File: config.mk
export PLATFORM = sky130hd
export DESIGN_NAME = gecko_mem_port_arbiter
export DESIGN_NICKNAME = d
export VERILOG_FILES = /design/src/rtl/gecko_mem_port_arbiter.sv
export SDC_FILE = /design/constraint.sdc
export NUM_CORES = 1
export LEC_CHECK = 0
export CELL_PAD_IN_SITES_DETAIL_PLACEMENT = 1
export CELL_PAD_IN_SITES_GLOBAL_PLACEMENT = 1
export CORE_ASPECT_RATIO = 2
export CORE_MARGIN = 8
export CORE_UTILIZATION = 13
export DETAILED_ROUTE_END_ITERATION = 6
export HOLD_SLACK_MARGIN = 0.12
export PLACE_DENSITY = 0.88
export SYNTH_ARGS = -nofsm -noshare
export SYNTH_HDL_FRONTEND = slang
export SYNTH_SLANG_ARGS = --single-unit
export TNS_END_PERCENT = 100
File: constraint.sdc
create_clock -name clk -period 1.9 [get_ports clk]
set_clock_uncertainty 0.1 [all_clocks]
set_input_delay 0.285 -clock clk [delete_from_list [all_inputs] [get_ports clk]]
set_output_delay 0.285 -clock clk [all_outputs]
set_load 0.01 [all_outputs]
File: src/rtl/gecko_mem_port_arbiter.sv
// gecko_mem_port_arbiter
//   Shares one sequential memory port between the gecko instruction requester
//   (port 0) and data requester (port 1). Requests are arbitrated and muxed onto
//   the memory port with zero latency. The ID of each accepted request is kept in
//   an in-order ID FIFO, so each memory result is steered back to the requester
//   that issued it.
//
// Ports
//   clk, rst                      clock, asynchronous active-low reset
//   reqN_valid/ready              request handshake, N=0 inst, N=1 data
//   reqN_write_enable/addr/data   request payload (write_enable==0 means read)
//   respN_valid/ready/data        result handshake back to requester N
//   mem_req_*                     muxed request to memory
//   mem_resp_valid/ready/data     in-order memory results (one per request)
module gecko_mem_port_arbiter #(
    parameter int ADDR_WIDTH      = 32,
    parameter int DATA_WIDTH      = 32,
    parameter int MAX_OUTSTANDING = 2,
    parameter int PRIORITY_MODE   = 0,
    localparam int WE_WIDTH       = DATA_WIDTH / 8
) (
    input  logic                  clk,
    input  logic                  rst,

    input  logic                  req0_valid,
    output logic                  req0_ready,
    input  logic [WE_WIDTH-1:0]   req0_write_enable,
    input  logic [ADDR_WIDTH-1:0] req0_addr,
    input  logic [DATA_WIDTH-1:0] req0_data,

    input  logic                  req1_valid,
    output logic                  req1_ready,
    input  logic [WE_WIDTH-1:0]   req1_write_enable,
    input  logic [ADDR_WIDTH-1:0] req1_addr,
    input  logic [DATA_WIDTH-1:0] req1_data,

    output logic                  resp0_valid,
    input  logic                  resp0_ready,
    output logic [DATA_WIDTH-1:0] resp0_data,

    output logic                  resp1_valid,
    input  logic                  resp1_ready,
    output logic [DATA_WIDTH-1:0] resp1_data,

    output logic                  mem_req_valid,
    input  logic                  mem_req_ready,
    output logic [WE_WIDTH-1:0]   mem_req_write_enable,
    output logic [ADDR_WIDTH-1:0] mem_req_addr,
    output logic [DATA_WIDTH-1:0] mem_req_data,

    input  logic                  mem_resp_valid,
    output logic                  mem_resp_ready,
    input  logic [DATA_WIDTH-1:0] mem_resp_data
);

    localparam int PTR_W = (MAX_OUTSTANDING > 1) ? $clog2(MAX_OUTSTANDING) : 1;
    localparam int CNT_W = $clog2(MAX_OUTSTANDING + 1);

    logic [MAX_OUTSTANDING-1:0] id_fifo;
    logic [PTR_W-1:0]           wr_ptr;
    logic [PTR_W-1:0]           rd_ptr;
    logic [CNT_W-1:0]           count;
    logic                       rr_ptr;     // port preferred when both are valid
    logic                       lock;       // previous cycle offered but stalled
    logic                       lock_port;

    logic grant;
    logic grant_valid;
    logic issue_ok;
    logic accept;
    logic empty;
    logic head;
    logic pop;

    function automatic logic [PTR_W-1:0] ptr_inc(input logic [PTR_W-1:0] p);
        return (p == PTR_W'(MAX_OUTSTANDING - 1)) ? '0 : p + PTR_W'(1);
    endfunction

    // Slot availability looks only at the registered count, so a pop in this
    // cycle frees a slot starting next cycle.
    assign issue_ok = (count < CNT_W'(MAX_OUTSTANDING));

    // A stalled offer keeps its port so the memory sees a stable request.
    always_comb begin
        grant = 1'b0;
        if (lock)
            grant = lock_port;
        else if (PRIORITY_MODE == 1)
            grant = req1_valid;
        else if (req0_valid && req1_valid)
            grant = rr_ptr;
        else
            grant = req1_valid;
    end

    assign grant_valid          = grant ? req1_valid : req0_valid;
    assign mem_req_valid        = issue_ok & grant_valid;
    assign mem_req_write_enable = grant ? req1_write_enable : req0_write_enable;
    assign mem_req_addr         = grant ? req1_addr : req0_addr;
    assign mem_req_data         = grant ? req1_data : req0_data;
    assign accept               = mem_req_valid & mem_req_ready;

    assign req0_ready = mem_req_ready & issue_ok & ~grant & req0_valid;
    assign req1_ready = mem_req_ready & issue_ok &  grant & req1_valid;

    // Response steering by the oldest outstanding ID.
    assign empty          = (count == '0);
    assign head           = id_fifo[rd_ptr];
    assign resp0_valid    = mem_resp_valid & ~empty & ~head;
    assign resp1_valid    = mem_resp_valid & ~empty &  head;
    assign resp0_data     = mem_resp_data;
    assign resp1_data     = mem_resp_data;
    assign mem_resp_ready = ~empty & (head ? resp1_ready : resp0_ready);
    assign pop            = mem_resp_valid & mem_resp_ready;

    always_ff @(posedge clk or negedge rst) begin
        if (!rst) begin
            id_fifo   <= '0;
            wr_ptr    <= '0;
            rd_ptr    <= '0;
            count     <= '0;
            rr_ptr    <= 1'b0;
            lock      <= 1'b0;
            lock_port <= 1'b0;
        end else begin
            if (accept) begin
                id_fifo[wr_ptr] <= grant;
                wr_ptr          <= ptr_inc(wr_ptr);
                rr_ptr          <= ~grant;
            end
            if (pop)
                rd_ptr <= ptr_inc(rd_ptr);
            case ({accept, pop})
                2'b10:   count <= count + CNT_W'(1);
                2'b01:   count <= count - CNT_W'(1);
                default: count <= count;
            endcase
            lock      <= mem_req_valid & ~mem_req_ready;
            lock_port <= grant;
        end
    end

`ifndef SYNTHESIS
    // A memory result with nothing outstanding has no owner.
    a_resp_with_empty_fifo: assert property (@(posedge clk) disable iff (!rst)
        !(mem_resp_valid && empty));
`endif

endmodule

==> impl_results.html, run 1 <==
<table>
<tr><th>Metric</th><th>Value</th></tr>
<tr><th colspan="2">Clock tree</th></tr>
<tr><td>Count of clock tree sinks</td><td>9</td></tr>
<tr><td>Post-CTS Hold Fix Bufs</td><td>0</td></tr>
<tr><td>Clock tree from TritonCTS</td><td>built</td></tr>
<tr><td>CTS buffer count</td><td>3</td></tr>
<tr><td>Root Buffer Master</td><td>sky130_fd_sc_hd__clkbuf_16</td></tr>
<tr><td>Clock insertion delay at the later pin of the skew report</td><td>0.24 ns</td></tr>
<tr><td>Clock Path Buffers</td><td>2</td></tr>
<tr><td>Clock transition at the register clock pins on the worst setup and hold paths after CTS</td><td>0.04 ns</td></tr>
<tr><td>H-tree levels</td><td>1</td></tr>
<tr><th colspan="2">STA</th></tr>
<tr><td>Final worst setup slack</td><td>-0.298 ns</td></tr>
<tr><td>Unrepaired setup endpoints after global routing</td><td>true</td></tr>
<tr><td>Number of hold-slack violations in the final timing report</td><td>0</td></tr>
<tr><td>Slew Limit Fails</td><td>0</td></tr>
<tr><td>Final number of setup-violating endpoints</td><td>70</td></tr>
<tr><td>Achievable clock frequency</td><td>455 MHz</td></tr>
<tr><td>Slew at the pin with the worst max-slew slack</td><td>0.461 ns</td></tr>
<tr><td>Final period demand of the worst path</td><td>2.20 ns</td></tr>
<tr><td>Part of the cycle the worst path needs</td><td>116%</td></tr>
<tr><td>Worst slew margin relative to its limit</td><td>69.2%</td></tr>
<tr><th colspan="2">Min path</th></tr>
<tr><td>Type of the most critical hold path</td><td>primary input to async pin</td></tr>
<tr><th colspan="2">Power and ir drop</th></tr>
<tr><td>Total net switching power</td><td>1370 uW</td></tr>
<tr><td>Relative contribution of combinational cells to total power</td><td>80.2%</td></tr>
<tr><td>Share of total power consumed by net switching</td><td>34.8%</td></tr>
<tr><td>P_int</td><td>2560 uW</td></tr>
<tr><td>Share of power burned in registers</td><td>10.0%</td></tr>
<tr><td>Static power due to leakage</td><td>0.00199 uW</td></tr>
<tr><td>Part of the total power dissipated in the clock network</td><td>9.8%</td></tr>
<tr><td>Worst-case vdd ir drop</td><td>0.000681 V</td></tr>
<tr><td>Ratio of total power to cell area</td><td>862 mW/mm^2</td></tr>
<tr><td>Overall power</td><td>3930 uW</td></tr>
<tr><th colspan="2">Drt</th></tr>
<tr><td>Number of vias in the routed layout</td><td>2300</td></tr>
<tr><td>Remaining design rule violation count</td><td>0</td></tr>
<tr><td>Via-to-Cell Ratio</td><td>4.04</td></tr>
<tr><td>Antenna-violating nets left</td><td>0</td></tr>
<tr><td>Number of detailed-route iterations in the first pass</td><td>4</td></tr>
<tr><td>Starting DRC count in detailed routing</td><td>25</td></tr>
<tr><td>Wire length per cell after detailed routing</td><td>24.8 um</td></tr>
<tr><td>Wire length reported by the detailed router</td><td>14200 um</td></tr>
<tr><th colspan="2">Critical path</th></tr>
<tr><td>Slowest cell delay on critical path</td><td>0.39 ns</td></tr>
<tr><td>Nature of the critical path endpoint</td><td>output port</td></tr>
<tr><td>Arrival time of data at the critical path endpoint</td><td>1.81 ns</td></tr>
<tr><td>Critical path type</td><td>flop to output port</td></tr>
<tr><td>Largest driver fanout on the critical path</td><td>7</td></tr>
<tr><td>Crit-path cells</td><td>nand2b_4 &gt; o21ai_4 &gt; buf_12 &gt; buf_8 &gt; clkbuf_16 &gt; mux2_4 &gt; buf_6</td></tr>
<tr><td>Worst path bufs/invs</td><td>4</td></tr>
<tr><td>Top delay family on crit path</td><td>buffers and inverters</td></tr>
<tr><td>Launching element type of the critical path</td><td>flop</td></tr>
<tr><td>Standard cell with the maximum stage delay on the critical path</td><td>sky130_fd_sc_hd__dfrtp_1</td></tr>
<tr><td>Crit path required time</td><td>1.51 ns</td></tr>
<tr><th colspan="2">Logic synthesis</th></tr>
<tr><td>Seq/Total Area, Yosys</td><td>12.2%</td></tr>
<tr><td>Combinational family with the most area after synthesis</td><td>multiplexers</td></tr>
<tr><td>Arithmetic-cell share of the synthesized area counting full adders, half adders and majority gates</td><td>0.679%</td></tr>
<tr><td>Fraction of the mapped netlist area in compound gates</td><td>3.46%</td></tr>
<tr><td>Top-area cell type share of the netlist area</td><td>42.8%</td></tr>
<tr><td>Mapped Area</td><td>0.00184 sq mm</td></tr>
<tr><td>Most instantiated flip-flop cell in the synthesis netlist</td><td>sky130_fd_sc_hd__dfrtp_1</td></tr>
<tr><td>Leading cell type by number of instances after synthesis</td><td>sky130_fd_sc_hd__mux2_2</td></tr>
<tr><td>Top cells by instance count after synthesis</td><td>sky130_fd_sc_hd__mux2_2, sky130_fd_sc_hd__buf_4, sky130_fd_sc_hd__dfrtp_1</td></tr>
<tr><td>Synthesis warning total</td><td>0</td></tr>
<tr><td>Async set-or-reset flop fraction in the synthesized netlist</td><td>100%</td></tr>
<tr><td>Distinct cell type count of the synthesized netlist</td><td>25</td></tr>
<tr><td>Ranking of synthesized cells by area</td><td>sky130_fd_sc_hd__mux2_2, sky130_fd_sc_hd__buf_4, sky130_fd_sc_hd__dfrtp_1</td></tr>
<tr><td>Post-synthesis instance total</td><td>190</td></tr>
<tr><td>Cell taking the most area after synthesis</td><td>sky130_fd_sc_hd__mux2_2</td></tr>
<tr><td>Post-Synthesis Net Count</td><td>367</td></tr>
<tr><td>Simple-gate portion of the synthesized area</td><td>5.71%</td></tr>
<tr><td>Average cell area after synthesis</td><td>9.69 sq um</td></tr>
<tr><td>Number of enable flip-flop cells after synthesis</td><td>0</td></tr>
<tr><td>Number of flip-flops and latches in the synthesized netlist</td><td>9</td></tr>
<tr><td>Post-Synth XOR/XNOR Area</td><td>2.38%</td></tr>
<tr><td>Share of cell area taken by muxes after synthesis</td><td>44.4%</td></tr>
<tr><th colspan="2">Finish</th></tr>
<tr><td>Fin area</td><td>0.00456 sq mm</td></tr>
<tr><td>Signed area change from the synthesized netlist to the final layout</td><td>148%</td></tr>
<tr><td>Net count of the finished layout</td><td>551</td></tr>
<tr><td>Filler cells</td><td>1530</td></tr>
<tr><td>Fraction of final layout cells sized beyond drive strength 1</td><td>52.0%</td></tr>
<tr><td>Post-layout instance count excluding filler cells</td><td>570</td></tr>
<tr><th colspan="2">GRT</th></tr>
<tr><td>Global-route total usage across every layer</td><td>14.1%</td></tr>
<tr><td>Vias in the first global route</td><td>2657</td></tr>
<tr><td>Number of antenna violations at the first check in global routing</td><td>17</td></tr>
<tr><td>First-pass GRT wire length</td><td>18900 um</td></tr>
<tr><td>Total overflow reported by the global router</td><td>0</td></tr>
<tr><td>Largest net degree at the start of global routing</td><td>15</td></tr>
<tr><th colspan="2">Floorplanning</th></tr>
<tr><td>Number of placement rows</td><td>61</td></tr>
<tr><td>Number of top-level pins</td><td>314</td></tr>
<tr><td>Core Area</td><td>0.0139 sq mm</td></tr>
<tr><td>Die W</td><td>100 um</td></tr>
<tr><td>Initial cell density of the core</td><td>13.3%</td></tr>
<tr><td>Total Die Area</td><td>0.0185 sq mm</td></tr>
<tr><td>Height of the die</td><td>184 um</td></tr>
<tr><th colspan="2">Run status</th></tr>
<tr><td>Violations in the final reports</td><td>negative setup slack</td></tr>
<tr><td>Outcome</td><td>finished with violations</td></tr>
<tr><th colspan="2">Placement</th></tr>
<tr><td>Placed Instance Area</td><td>0.00385 sq mm</td></tr>
<tr><td>Global placer's final weighted congestion</td><td>0.950</td></tr>
<tr><td>Dpl hpwl</td><td>11500 um</td></tr>
<tr><td>Number of input and output port buffers inserted</td><td>217</td></tr>
<tr><td>Cell count after placement</td><td>540</td></tr>
<tr><th colspan="2">Run</th></tr>
<tr><td># Max-Cap Violations</td><td>0</td></tr>
</table>
per-layer routing:
layer	wire length [um]	vias up	track usage, %	share of wire, %
met4	469	18	3.41	3.3
met2	6480	244	23.4	46
met5	103	-	0	0.73
met3	2900	52	13.2	20
met1	4210	1011	11.8	30
li1	-	975	-	-
layout make-up:
class	count	area [sq um]	share of cell area, %
timing repair buffer	253	2660	58.2
multi-input combinational	107	1350	29.5
tap	189	236	5.18
sequential	9	225	4.94
clock buffer	4	78.8	1.73
antenna	8	20.0	0.439
registers in the layout (all words and copies together) (netlist names):
signal and count:
lock 1, id_fifo 2, rr_ptr 1, lock_port 1
count 2, wr_ptr 1, rd_ptr 1
power by group through the flow:
stage | Clock (uW) | Combinational [uW] | Sequential, uW
after floorplan | 0 | 1270 | 320
after global placement | 0 | 2260 | 361
after detailed placement | 0 | 2330 | 370
after CTS | 390 | 3030 | 376
after global routing | 400 | 3320 | 402
final | 387 | 3150 | 392
final timing paths:
path | from | endpoint | slack [ns] | cells after the start
setup / recovery | lock$_DFF_PN0_ | mem_req_addr[18] | -0.30 | 7
hold / removal | rst | lock$_DFF_PN0_ | 0.27 | 1
setup reg to reg | lock_port$_DFF_PN0_ | count[0]$_DFFE_PN0P_ | 0 | 6
hold reg to reg | wr_ptr$_DFFE_PN0N_ | wr_ptr$_DFFE_PN0N_ | 0.42 | 1
max in group asynchronous | rst | count[1]$_DFFE_PN0P_ | 1.12 | 1
min in group clk | wr_ptr$_DFFE_PN0N_ | wr_ptr$_DFFE_PN0N_ | 0.42 | 1
placed cells by master, fill, tap and decap left out, drive strengths merged:
cell	netlist	routed
clkdlybuf4s50	0	141
buf	73	105
mux2	70	70
dfrtp	9	9
diode	0	8
clkbuf	1	7
nor2	6	6
o211ai	5	5
dlygate4sd2	0	4
nor2b	3	3
xnor2	3	3
mux2i	3	3
nor3b	2	2
xor2	2	2
nand2	2	2
o21ai	2	2
nand2b	1	1
a21boi	1	1
or3b	1	1
and3	1	1
nor3	1	1
nor4	1	1
o2bb2ai	1	1
and3b	1	1
ha	1	1
logic make-up after synthesis:
logic type	Yosys count
buf+inv	74
mux	73
simple gates	19
compound gates	9
flops	9
xor+xnor	5
fa+ha+maj	1
stage by stage:
step	utilization, %	setup TNS [ns]	setup WS (ns)	hold WS, ns
floorplan	-	0	0.160	-0.111
global placement	27.7	-51.36	-0.763	0.375
detailed placement	27.7	-54.33	-0.805	0.390
CTS	31.9	-14.19	-0.329	0.273
global route	32.8	-19.13	-0.339	0.305
finish	32.8	-16.10	-0.298	0.266
repair_timing:
action	CTS	global route
setup endpoints to repair	78	73
buffers inserted	13	5
gates cloned	3	2
pin swaps	3	3
resized for setup	423	38
No activity file was read; power rests on OpenSTA's default activity.
==> run 2, diff against run 1 <==
--- a/config.mk
+++ b/config.mk
@@ -10,9 +10,11 @@
 export CORE_ASPECT_RATIO = 2
 export CORE_MARGIN = 8
 export CORE_UTILIZATION = 13
+export CTS_CLUSTER_DIAMETER = 50
 export DETAILED_ROUTE_END_ITERATION = 6
 export HOLD_SLACK_MARGIN = 0.12
 export PLACE_DENSITY = 0.88
+export SLEW_MARGIN = 20
 export SYNTH_ARGS = -nofsm -noshare
 export SYNTH_HDL_FRONTEND = slang
 export SYNTH_SLANG_ARGS = --single-unit
==> results of run 2 <==
Same layout as run 1: the final DEF is identical, and so are final timing and power.
==> run 3, diff against run 2 <==
==> config.mk (replaced) <==
export PLATFORM = sky130hd
export DESIGN_NAME = gecko_mem_port_arbiter
export DESIGN_NICKNAME = d
export VERILOG_FILES = /design/src/rtl/gecko_mem_port_arbiter.sv
export SDC_FILE = /design/constraint.sdc
export NUM_CORES = 1
export LEC_CHECK = 0
export ABC_CLOCK_PERIOD_IN_PS = 1900
export CORE_AREA = 8 8 116 118
export CTS_CLUSTER_DIAMETER = 50
export DETAILED_ROUTE_END_ITERATION = 6
export DIE_AREA = 0 0 124 126
export HOLD_SLACK_MARGIN = 0.12
export PLACE_DENSITY = 0.68
export SLEW_MARGIN = 20
export SYNTH_ARGS = -nofsm -noshare
export SYNTH_HDL_FRONTEND = slang
export SYNTH_SLANG_ARGS = --single-unit
export TNS_END_PERCENT = 100
==> impl_results.html, run 3 (same netlist as run 1, synthesis figures left out) <==
<table>
<tr><th>Metric</th><th>Value</th></tr>
<tr><th colspan="2">Run status</th></tr>
<tr><td>Outcome</td><td>finished with violations</td></tr>
<tr><td>Violations in the final reports</td><td>negative setup slack</td></tr>
<tr><th colspan="2">Drt</th></tr>
<tr><td>Wire length reported by the detailed router</td><td>11600 um</td></tr>
<tr><td>Remaining design rule violation count</td><td>0</td></tr>
<tr><td>Detailed-route wire length on metal 1</td><td>4400 um</td></tr>
<tr><td>Metal3 WL</td><td>1730 um</td></tr>
<tr><td>Number of detailed-route iterations in the first pass</td><td>4</td></tr>
<tr><td>Wire length per cell after detailed routing</td><td>21.7 um</td></tr>
<tr><td>Antenna-violating nets left</td><td>0</td></tr>
<tr><td>Via-to-Cell Ratio</td><td>4.06</td></tr>
<tr><td>Met2 Wirelength</td><td>5400 um</td></tr>
<tr><td>Top layer used by detailed routing</td><td>met4</td></tr>
<tr><td>Number of vias in the routed layout</td><td>2166</td></tr>
<tr><td>Starting DRC count in detailed routing</td><td>83</td></tr>
<tr><th colspan="2">STA</th></tr>
<tr><td>Achievable clock frequency</td><td>457 MHz</td></tr>
<tr><td>Slew at the pin with the worst max-slew slack</td><td>0.434 ns</td></tr>
<tr><td>Final worst setup slack</td><td>-0.288 ns</td></tr>
<tr><td>Final period demand of the worst path</td><td>2.19 ns</td></tr>
<tr><td>Part of the cycle the worst path needs</td><td>115%</td></tr>
<tr><td>Worst slew margin relative to its limit</td><td>71.0%</td></tr>
<tr><td>Final number of setup-violating endpoints</td><td>70</td></tr>
<tr><td>Unrepaired setup endpoints after global routing</td><td>true</td></tr>
<tr><td>Number of hold-slack violations in the final timing report</td><td>0</td></tr>
<tr><td>Slew Limit Fails</td><td>0</td></tr>
<tr><th colspan="2">Finish</th></tr>
<tr><td>Utilization of the core after routing</td><td>39.7%</td></tr>
<tr><td>Post-layout instance count excluding filler cells</td><td>534</td></tr>
<tr><td>Filler cells</td><td>1114</td></tr>
<tr><td>Most common cell after layout, fill and taps aside</td><td>sky130_fd_sc_hd__clkdlybuf4s50_1</td></tr>
<tr><td>Net count of the finished layout</td><td>565</td></tr>
<tr><td>Fraction of final layout cells sized beyond drive strength 1</td><td>52.7%</td></tr>
<tr><td>Area occupied by multi-input gates</td><td>0.00130 sq mm</td></tr>
<tr><td>Registers with the highest flip-flop counts</td><td>count: 2 flops, id_fifo: 2 flops</td></tr>
<tr><td>Sequential cell area in the final layout</td><td>225 sq um</td></tr>
<tr><td>Antenna diodes</td><td>0</td></tr>
<tr><td>Signed area change from the synthesized netlist to the final layout</td><td>153%</td></tr>
<tr><td>Leading cell types in the layout, fill and taps excluded</td><td>sky130_fd_sc_hd__clkdlybuf4s50_1, sky130_fd_sc_hd__buf_6, sky130_fd_sc_hd__mux2_4</td></tr>
<tr><th colspan="2">Floorplanning</th></tr>
<tr><td>Number of placement rows</td><td>40</td></tr>
<tr><td>Number of top-level pins</td><td>314</td></tr>
<tr><td>Die W</td><td>124 um</td></tr>
<tr><td>Height of the die</td><td>126 um</td></tr>
<tr><td>Total Die Area</td><td>0.0156 sq mm</td></tr>
<tr><td>Core Area</td><td>0.0117 sq mm</td></tr>
<tr><td>Initial cell density of the core</td><td>15.7%</td></tr>
<tr><th colspan="2">Critical path</th></tr>
<tr><td>Critical path type</td><td>flop to output port</td></tr>
<tr><td>Launching element type of the critical path</td><td>flop</td></tr>
<tr><td>Crit path required time</td><td>1.51 ns</td></tr>
<tr><td>Crit Reg-Reg Startpoint</td><td>lock_port$_DFF_PN0_</td></tr>
<tr><td>Arrival time of data at the critical path endpoint</td><td>1.80 ns</td></tr>
<tr><td>Slack of the worst reg-to-reg path</td><td>0.08 ns</td></tr>
<tr><td>Largest driver fanout on the critical path</td><td>5</td></tr>
<tr><td>Capturing point of the worst reg2reg path</td><td>count[1]$_DFFE_PN0P_</td></tr>
<tr><td>Depth of the worst register-to-register path</td><td>7</td></tr>
<tr><td>Nature of the critical path endpoint</td><td>output port</td></tr>
<tr><th colspan="2">Placement</th></tr>
<tr><td>Global placer's final weighted congestion</td><td>0.772</td></tr>
<tr><td>Cell count after placement</td><td>496</td></tr>
<tr><td>Dpl hpwl</td><td>8490 um</td></tr>
<tr><td>Number of input and output port buffers inserted</td><td>217</td></tr>
<tr><th colspan="2">GRT</th></tr>
<tr><td>Vias in the first global route</td><td>2522</td></tr>
<tr><td>Global-route total usage across every layer</td><td>13.2%</td></tr>
<tr><td>First-pass GRT wire length</td><td>15600 um</td></tr>
<tr><td>Number of antenna violations at the first check in global routing</td><td>0</td></tr>
<tr><td>Total overflow reported by the global router</td><td>0</td></tr>
<tr><td>Largest net degree at the start of global routing</td><td>17</td></tr>
<tr><th colspan="2">Clock tree</th></tr>
<tr><td>Post-CTS Hold Fix Bufs</td><td>0</td></tr>
<tr><td>Clock Path Buffers</td><td>2</td></tr>
<tr><td>Count of clock tree sinks</td><td>9</td></tr>
<tr><td>Clock transition at the register clock pins on the worst setup and hold paths after CTS</td><td>0.04 ns</td></tr>
<tr><td>CTS buffer count</td><td>3</td></tr>
<tr><td>Clock insertion delay at the later pin of the skew report</td><td>0.23 ns</td></tr>
<tr><td>Root Buffer Master</td><td>sky130_fd_sc_hd__clkbuf_16</td></tr>
<tr><td>H-tree levels</td><td>1</td></tr>
<tr><td>Clock tree from TritonCTS</td><td>built</td></tr>
<tr><th colspan="2">Run</th></tr>
<tr><td># Max-Cap Violations</td><td>0</td></tr>
<tr><th colspan="2">Min path</th></tr>
<tr><td>Type of the most critical hold path</td><td>primary input to async pin</td></tr>
<tr><th colspan="2">Power and ir drop</th></tr>
<tr><td>Worst-case vdd ir drop</td><td>0.000353 V</td></tr>
<tr><td>Static power due to leakage</td><td>0.00208 uW</td></tr>
<tr><td>Ratio of total power to cell area</td><td>873 mW/mm^2</td></tr>
</table>
-- run 3: cell types whose count changed in the layout (fill, tap and decap cells not counted), moves of 4 or more --
| cell | change |
|---|---|
| sky130_fd_sc_hd__buf_16 | +4 |
| sky130_fd_sc_hd__diode_2 | -8 |
| sky130_fd_sc_hd__mux2_2 | +6 |
| sky130_fd_sc_hd__buf_6 | +17 |
| sky130_fd_sc_hd__mux2_4 | -6 |
| sky130_fd_sc_hd__buf_4 | -4 |
-- run 3: how the worst max path moves through the flow --
stage	slack, ns	startpoint	depth (start not counted)	end
2_1_floorplan	0.16	lock$_DFF_PN0_	5	mem_req_addr[0]
3_3_place_gp	-0.76	req1_valid	6	mem_req_data[6]
3_5_place_dp	-0.75	req1_valid	6	mem_req_data[6]
4_1_cts	-0.32	lock$_DFF_PN0_	9	mem_req_data[19]
5_1_grt	-0.36	lock$_DFF_PN0_	7	mem_req_data[19]
6_report	-0.29	lock$_DFF_PN0_	7	mem_req_data[19]
-- run 3: report_power, final --
group / switching (uW) / internal, uW
Clock: 88.8 / 280
Sequential: 80.0 / 282
Combinational: 1180 / 2150
-- run 3: final cells by class --
class                   count  area share [%]
clock buffers               4            1.69
multi-input cells         107            28.0
flip-flops and latches      9            4.84
well taps                 147            3.95
repair buffers            267            61.5
-- run 3: critical path, cell delays in order (launching register included) --
cell                       delay [ns]
sky130_fd_sc_hd__dfrtp_1         0.38
sky130_fd_sc_hd__nand2b_4        0.15
sky130_fd_sc_hd__o21ai_4         0.19
sky130_fd_sc_hd__buf_6           0.17
sky130_fd_sc_hd__buf_12          0.12
sky130_fd_sc_hd__buf_16          0.11
sky130_fd_sc_hd__mux2_4          0.32
sky130_fd_sc_hd__buf_6           0.13
-- run 3: routing by layer --
metal	vias to the layer above	track usage [%]
met1	985	14.8
met3	4	7.06
met2	185	22.2
met4	0	1.75
met5	-	0
li1	992	-
-- run 3: per-stage QoR --
step	total power [uW]	setup WS (ns)	setup TNS (ns)	cell area [sq um]	hold slack (ns)
4_1_cts	4000	-0.315	-17.43	4540	0.280
6_report	4060	-0.288	-14.76	4650	0.263
3_5_place_dp	2640	-0.754	-51.52	3780	0.388
2_1_floorplan	1590	0.160	0	1840	-0.111
5_1_grt	4280	-0.363	-19.59	4650	0.315
3_3_place_gp	2600	-0.757	-50.73	3780	0.381
-- run 3: timing repair --
item | CTS | global route
resized for setup | 407 | 57
pin swaps | 4 | 1
gates cloned | 8 | 0
endpoints found under the setup margin | 78 | 73
setup buffers | 26 | 6
==> variant: new RTL, config.mk and constraints of run 1 <==
Set the parameter `DATA_WIDTH` to 48 (it was 32).
--- a/src/rtl/gecko_mem_port_arbiter.sv
+++ b/src/rtl/gecko_mem_port_arbiter.sv
@@ -14,7 +14,7 @@
 //   mem_resp_valid/ready/data     in-order memory results (one per request)
 module gecko_mem_port_arbiter #(
     parameter int ADDR_WIDTH      = 32,
-    parameter int DATA_WIDTH      = 32,
+    parameter int DATA_WIDTH      = 48,
     parameter int MAX_OUTSTANDING = 2,
     parameter int PRIORITY_MODE   = 0,
     localparam int WE_WIDTH       = DATA_WIDTH / 8
Interface: changed (9 resized); port bits go from 314 to 416. No check against the original RTL was run, so the function may have changed too.
==> variant against run 1 <==
Via count grew 20%; routed wire length grew 26%; die area grew 22%; area after synthesis grew 25%; power grew 4.4%; core utilization shrank 3.5 points; fmax grew 1.2%; sequential cell count is the same; sequential power grew 4%; critical path depth shrank 1; design area grew 13%; the run still ends with setup timing left; worst setup slack gained 0.027 ns; sequential share of layout area shrank 0.55 points.
==> variant: results <==
timing:
  setup_ws_ns: -0.271
  setup_violations: 88
  slew_headroom_pct: 70.1
  setup_tns_ns: -19.46
logic_synthesis:
  syn_nets: 471
  synthMuxAreaShare_pct: 44.3
  yosys-top-cells-area: "mux2_1, buf_4, dfrtp_1"
  seq_area_frac_synth_pct: 9.76
  synth_cell_types: 26
  async_flop_share_pct: 100
  synth_ff_type: "dfrtp_1"
  synth_xor_area_share_pct: 1.90
  ys_top_cells_by_count: "buf_4, mux2_1, mux2_2"
  synthCells: 242
  synth_fa_ha_area_share_pct: 0.542
  yosysWarnings: 0
  synth_compound_area_share_pct: 2.77
finish:
  finalNonFillerCells: 675
  fill_cells: 1989
  reg_top3: "count: 2 flops, id_fifo: 2 flops"
  drive_gt1_share_pct: 44.8
worst_hold_path:
  hold_class: "input pin to async pin"
clock_network:
  cts-root-buf: "clkbuf_16"
  htree_levels: 1
  path_clk_slew_ns: 0.04
  cts_made_buffers: 3
  clock_tree.buffer_depth: 2
  clkLatencyLatePin_ns: 0.24
place:
  port_buffers: 271
  hpwl_mm: 15.2
  place_congestion: 0.875
  pre_cts_ws_ns: -0.832
  post_dp_cell_area_sq_mm: 0.00472
  dp_cells: 645
worst_setup_path:
  crit_path_max_fanout: 12
  rrSetupSlack_ns: -0.03
  worstPathArrival_ns: 1.79
routing:
  totalWireLength_mm: 17.8
  dr.pass1.iters: 4
  vias_per_cell: 4.10
  drt_iter0_markers: 54
global_route:
  grt_pass1_wl_mm: 21.9
  grt_pass1_vias: 3162
  grt_max_degree: 24
  antenna_found_initial: 38
  grt_use_total_pct: 14.0
status:
  outcome: "finished with violations"
  failed_checks: "setup timing"
power_and_ir_drop:
  leakage_uw: 0.00224
  ir_worst_vdd_mv: 0.685
variant: path summary, 6_finish.rpt:
path / start / endpoint / cells after the start
max: lock$_DFF_PN0_ / mem_req_data[43] / 6
min reg2reg: wr_ptr$_DFFE_PN0N_ / wr_ptr$_DFFE_PN0N_ / 1
min in group clk: wr_ptr$_DFFE_PN0N_ / wr_ptr$_DFFE_PN0N_ / 1
max in group asynchronous: rst / count[1]$_DFFE_PN0P_ / 1
max reg2reg: lock_port$_DFF_PN0_ / count[1]$_DFFE_PN0P_ / 6
min: rst / rr_ptr$_DFFE_PN0N_ / 1
variant: timing repair:
item,in CTS,in global routing
hold buffers,0,0
setup endpoints to repair,96,89
pin swaps,7,4
gates cloned,2,3
resized for setup,327,175
buffers inserted,6,2
variant: cells by family (layout without fill, tap and decap cells):
family	count (synthesis)	after routing
AND/OR/NAND/NOR	19	19
buffers and inverters	108	312
flip-flops	9	9
multiplexers	91	91
AO/OA/AOI/OAI	9	9
XOR/XNOR	5	5
adder cells (fa/ha/maj)	1	1
other	0	16
variant: power breakdown:
part           internal [uW]  switching, uW  total, uW
combinational           2040           1270       3310
clock                    279            107        386
sequential               284            125        409
total                   2610           1500       4110
variant: stage by stage:
step / hold slack [ns] / total power, uW
2_1_floorplan: -0.111 / 1760
3_3_place_gp: 0.383 / 3120
3_5_place_dp: 0.382 / 3180
4_1_cts: 0.272 / 3640
5_1_grt: 0.303 / 4300
6_report: 0.260 / 4110
variant: worst max-delay path: stages (launching register included):
cell	delay, ns
dfrtp_1	0.37
nand2b_4	0.15
o21ai_4	0.21
buf_12	0.18
buf_12	0.15
mux2_1	0.33
buf_2	0.15
variant: cell type report:
cell class / instances / area [sq um] / area share [%]
repair buffers: 308 / 3050 / 59.1
flip-flops and latches: 9 / 226 / 4.39
multi-input cells: 125 / 1500 / 29.1
diodes: 16 / 40.0 / 0.775
clock inverters: 1 / 5.00 / 0.0969
well taps: 213 / 267 / 5.16
clock buffers: 3 / 75.1 / 1.45
variant: routing by layer:
layer | global-route usage [%] | part of all wire, % | wire [microns] | vias to the layer above
li1 | - | - | - | 1174
met1 | 12.4 | 33 | 5840 | 1155
met2 | 20.5 | 39 | 7020 | 331
met3 | 15.5 | 24 | 4300 | 65
met4 | 3.74 | 2.3 | 413 | 42
met5 | 0 | 1.4 | 241 | -
